**src/rtl/uart_tx.sv**
```systemverilog
// uart_tx: 8N1 UART serialiser. Latches a byte on tx_start and shifts it out LSB-first on txd.
// Define UART_TX_PARITY_EN to insert an even-parity cell after bit 7 (11-cell frame).
module uart_tx #(
   parameter int unsigned CLK_FREQ     = 50_000_000,
   parameter int unsigned BAUD_RATE    = 115_200,
   parameter int unsigned CLKS_PER_BIT = CLK_FREQ / BAUD_RATE
) (
   input  logic       clk,
   input  logic       reset,
   input  logic       tx_start,
   input  logic [7:0] data_in,
   output logic       txd,
   output logic       tx_done
);

   localparam int unsigned CntW = (CLKS_PER_BIT > 1) ? $clog2(CLKS_PER_BIT) : 1;
   localparam logic [CntW-1:0] CntMax = CntW'(CLKS_PER_BIT - 1);

   typedef enum logic [2:0] {
      StIdle,
      StStart,
      StData,
      StParity,
      StStop
   } state_e;

   state_e          r_state;
   state_e          w_state_nxt;
   logic [CntW-1:0] r_cnt;
   logic [CntW-1:0] w_cnt_nxt;
   logic [2:0]      r_bit_idx;
   logic [2:0]      w_bit_idx_nxt;
   logic [2:0]      w_bit_inc;
   logic [7:0]      r_shift;
   logic [7:0]      w_shift_nxt;
   logic            r_txd;
   logic            w_txd_nxt;
   logic            r_tx_done;
   logic            w_tx_done_nxt;
   logic            w_cell_end;

   assign w_cell_end = (r_cnt == CntMax);
   assign w_bit_inc  = r_bit_idx + 3'd1;

   always_ff @(posedge clk or negedge reset) begin
      if (!reset) begin
         r_state   <= StIdle;
         r_cnt     <= '0;
         r_bit_idx <= '0;
         r_shift   <= '0;
         r_txd     <= 1'b1;
         r_tx_done <= 1'b0;
      end else begin
         r_state   <= w_state_nxt;
         r_cnt     <= w_cnt_nxt;
         r_bit_idx <= w_bit_idx_nxt;
         r_shift   <= w_shift_nxt;
         r_txd     <= w_txd_nxt;
         r_tx_done <= w_tx_done_nxt;
      end
   end

   // txd is computed one cycle ahead so the line changes exactly on the cell boundary edge.
   always_comb begin
      w_state_nxt   = r_state;
      w_cnt_nxt     = w_cell_end ? '0 : r_cnt + CntW'(1);
      w_bit_idx_nxt = r_bit_idx;
      w_shift_nxt   = r_shift;
      w_txd_nxt     = r_txd;
      w_tx_done_nxt = 1'b0;
      case (r_state)
         StIdle: begin
            w_cnt_nxt = '0;
            w_txd_nxt = 1'b1;
            if (tx_start) begin
               w_shift_nxt = data_in;
               w_state_nxt = StStart;
               w_txd_nxt   = 1'b0;
            end
         end
         StStart: begin
            if (w_cell_end) begin
               w_state_nxt   = StData;
               w_bit_idx_nxt = 3'd0;
               w_txd_nxt     = r_shift[0];
            end
         end
         StData: begin
            if (w_cell_end) begin
               if (r_bit_idx == 3'd7) begin
`ifdef UART_TX_PARITY_EN
                  w_state_nxt = StParity;
                  w_txd_nxt   = ^r_shift;
`else
                  w_state_nxt = StStop;
                  w_txd_nxt   = 1'b1;
`endif
               end else begin
                  w_bit_idx_nxt = w_bit_inc;
                  w_txd_nxt     = r_shift[w_bit_inc];
               end
            end
         end
`ifdef UART_TX_PARITY_EN
         StParity: begin
            if (w_cell_end) begin
               w_state_nxt = StStop;
               w_txd_nxt   = 1'b1;
            end
         end
`endif
         StStop: begin
            if (w_cell_end) begin
               w_state_nxt   = StIdle;
               w_bit_idx_nxt = 3'd0;
               w_txd_nxt     = 1'b1;
               w_tx_done_nxt = 1'b1;
            end
         end
         default: begin
            w_state_nxt = StIdle;
            w_cnt_nxt   = '0;
            w_txd_nxt   = 1'b1;
         end
      endcase
   end

   assign txd     = r_txd;
   assign tx_done = r_tx_done;

endmodule

```
**config.mk**
```make
export PLATFORM = sky130hd
export DESIGN_NAME = uart_tx
export DESIGN_NICKNAME = d
export VERILOG_FILES = /design/src/rtl/uart_tx.sv
export SDC_FILE = /design/constraint.sdc
export NUM_CORES = 1
export LEC_CHECK = 0
export ABC_AREA = 1
export CORE_UTILIZATION = 50
export CTS_CLUSTER_SIZE = 28
export DETAILED_ROUTE_END_ITERATION = 12
export GPL_TIMING_DRIVEN = 0
export PLACE_DENSITY = 0.7
export SYNTH_ARGS = -nofsm -noshare
export SYNTH_HDL_FRONTEND = slang
export SYNTH_SLANG_ARGS = --single-unit
```
**constraint.sdc**
```tcl
create_clock -name clk -period 2.2 [get_ports clk]
set_clock_uncertainty 0.2 [all_clocks]
set_input_delay 0.44 -clock clk [delete_from_list [all_inputs] [get_ports clk]]
set_output_delay 0.44 -clock clk [all_outputs]
set_load 0.005 [all_outputs]
```
==> results by group <==
Final layout
  – Fin area: 0.00142 mm2
  – Area occupied by multi-input gates: 544 um2
  – Syn-to-layout area delta: 14.7%
  – Non-Filler Instances: 176
  – # fillers: 189
  – Ant. Diodes: 0
  – Share of cells above drive strength 1: 0.182
  – Reg area: 627 um2
  – Layout net count: 164
  – Final core utilization: 0.625

Power and ir drop
  – Total power: 1.47 mW
  – P_int: 0.921 mW
  – Combinational share of power: 0.395
  – Sw Share: 0.373
  – P_sw: 0.547 mW
  – Clock network fraction of total power: 0.135
  – Flop pwr share: 0.470
  – PwrDens: 1030 mW/mm2
  – Worst VDD drop: 0.000625 V
  – Leakage power: 0.657 nW

Synthesis
  – Post-synthesis register bit count: 25
  – Most frequent cell after synthesis: dfrtp_1
  – Synth async-reset ratio: 1.00
  – Post-Synthesis Cells: 132
  – Post-synthesis average cell area: 9.38 um2
  – YS warnings: 0
  – Seq/Total Area, Yosys: 0.506
  – Area leader, netlist: dfrtp_1
  – Number of flops mapped to enable cells by yosys: 0
  – Post-synthesis cell area: 0.00124 mm2
  – Synth area leaders: dfrtp_1 48%, mux2_2 6.4%, nand2_1 6.4%, inv_1 4.5%, nand3_1 4.4%
  – Syn nets: 147
  – Post-synth top cells: 24 x dfrtp_1, 21 x nand2_1, 15 x inv_1
  – Yosys top cell area share: 0.485
  – Post-synth top flop: dfrtp_1
  – Distinct cells, synth: 25

Routing
  – 1st-iter DRT viols: 16
  – DRC viols: 0
  – Drt first pass iters: 4
  – Post-DR wirelength/cell: 11.8 um
  – Antenna Nets Post-Route: 0
  – Post-Route WL: 2.07 mm
  – DR vias: 924
  – Vias/cell: 5.25

Worst setup path
  – CP Launch Type: flip-flop
  – CP Max Fanout: 2
  – Worst Path Arrival: 1340 ps
  – Buf/Inv on CP: 1
  – Crit Path Class: flip-flop to output pin
  – Req. time, crit path: 1560 ps
  – Flop-to-flop setup slack: 390 ps
  – Crit-path slowest cell: dfstp_2
  – Crit path largest cell delay: 550 ps
  – Worst path cell trace: clkdlybuf4s50_1
  – Crit path capture type: output pin
  – Family with the most delay on the worst path: flip-flops

Global routing
  – Gr ovfl total: 0
  – First-pass GRT wire length: 3.81 mm
  – All-Layer GR Usage: 0.194
  – Initial antenna violation count: 0
  – Largest net degree at the start of global routing: 26
  – Vias in the first global route: 931

Clock tree
  – Total setup buffers inserted after CTS: 0
  – Clock transition at the registers of the reported paths: 130 ps
  – CTS buffer count: 3
  – CTS Root Cell: clkbuf_4
  – H-tree levels: 1
  – Cts hold-fix bufs: 0
  – Post-CTS sizing: 0
  – Clk_lat worst skew: 310 ps
  – Clock sink count: 25
  – Clk buf depth: 2
  – CTS tree: built

Die
  – Core area: 0.00228 mm2
  – Starting Density: 0.544
  – # rows: 17
  – DIE WIDTH: 51.8 um
  – Io pins: 13
  – Die height: 51.8 um
  – Die Area: 0.00268 mm2

Place
  – # port buffers: 12
  – Dpl cells: 172
  – Detail Placement HPWL: 1.63 mm
  – GP Congestion: 0.808
  – DP Area: 0.00139 mm2
  – Pre-CTS WS: 194 ps

Min path
  – Hold WC Path Type: flip-flop to flip-flop

Timing
  – Hold slack final: 300 ps
  – Slew Limit Fails: 0
  – Final Setup Violations: 0
  – Max_slew headroom: 0.272
  – Fmax: 505 MHz
  – Period utilization: 0.901
  – Fin Setup TNS: 0 ps
  – Slew @ Worst Pin: 1090 ps
  – Final min period: 1980 ps
  – Final worst setup slack: 218 ps
  – RSZ-0062 raised after global routing: false
  – Endpoints failing hold: 0

Status
  – Status: complete, no violations

Flow run
  – Max Cap Violations: 0
==> power groups by stage <==
stage          Clock, mW  Combinational, mW  Sequential, mW
2_1_floorplan          0              0.449           0.677
3_3_place_gp           0              0.569           0.692
3_5_place_dp           0              0.586           0.701
4_1_cts            0.209              0.587           0.691
5_1_grt            0.223              0.677           0.708
6_report           0.198              0.581           0.690
==> metal layers <==
layer  routed length, um  part of all wire  GRT usage
met4                  17            0.0082     0.0901
met3                  54             0.026     0.0263
met5                   0                 0          0
met2                1010              0.49      0.338
met1                 993              0.48      0.237
==> cells by family after synthesis <==
kind of cell / count (synthesis) / synth area share
buffers and inverters: 18 / 0.0545
flip-flops: 25 / 0.506
multiplexers: 8 / 0.0727
XOR/XNOR: 2 / 0.0141
adder cells (fa/ha/maj): 4 / 0.0404
AO/OA/AOI/OAI: 14 / 0.0657
AND/OR/NAND/NOR: 61 / 0.246
==> placed cells by master, fill, tap and decap left out, drive strengths merged <==
cell type	synthesis	routed
clkdlybuf4s50	0	12
nor4	1	1
xnor2	2	2
nor3	3	3
mux2	8	8
nand2	24	24
inv	18	18
o22ai	1	1
o21ai	7	7
nand3	16	16
clkbuf	0	3
ha	4	4
nand4	1	1
nor2	16	16
dfstp	1	1
a21oi	4	4
clkinv	0	1
o211ai	1	1
o21a	1	1
dfrtp	24	24
==> sequential cells by signal, indices dropped and copies added (netlist names) <==
name / count
r_bit_idx: 3
r_cnt: 9
r_shift: 8
r_state: 3
tx_done: 1
txd: 1
==> final cells by class <==
| cell class | instances | area share |
|---|---|---|
| multi-input cells | 89 | 0.383 |
| inverters | 18 | 0.0475 |
| flip-flops and latches | 25 | 0.441 |
| repair buffers | 12 | 0.0845 |
| clock buffers | 3 | 0.0158 |
| well taps | 28 | 0.0246 |
| clock inverters | 1 | 0.00352 |
==> path summary, 6_finish.rpt <==
check	from	endpoint	cells past startpoint
worst max-delay path	txd$_DFFE_PN1P_	txd	1
worst min-delay path	r_cnt[0]$_DFF_PN0_	r_cnt[0]$_DFF_PN0_	1
worst max register to register	r_bit_idx[0]$_DFFE_PN0P_	txd$_DFFE_PN1P_	8
worst min register to register	r_cnt[0]$_DFF_PN0_	r_cnt[0]$_DFF_PN0_	1
max in group asynchronous	reset	r_shift[1]$_DFFE_PN0P_	1
min in group asynchronous	reset	r_cnt[0]$_DFF_PN0_	1
No activity file was read; power rests on OpenSTA's default activity.
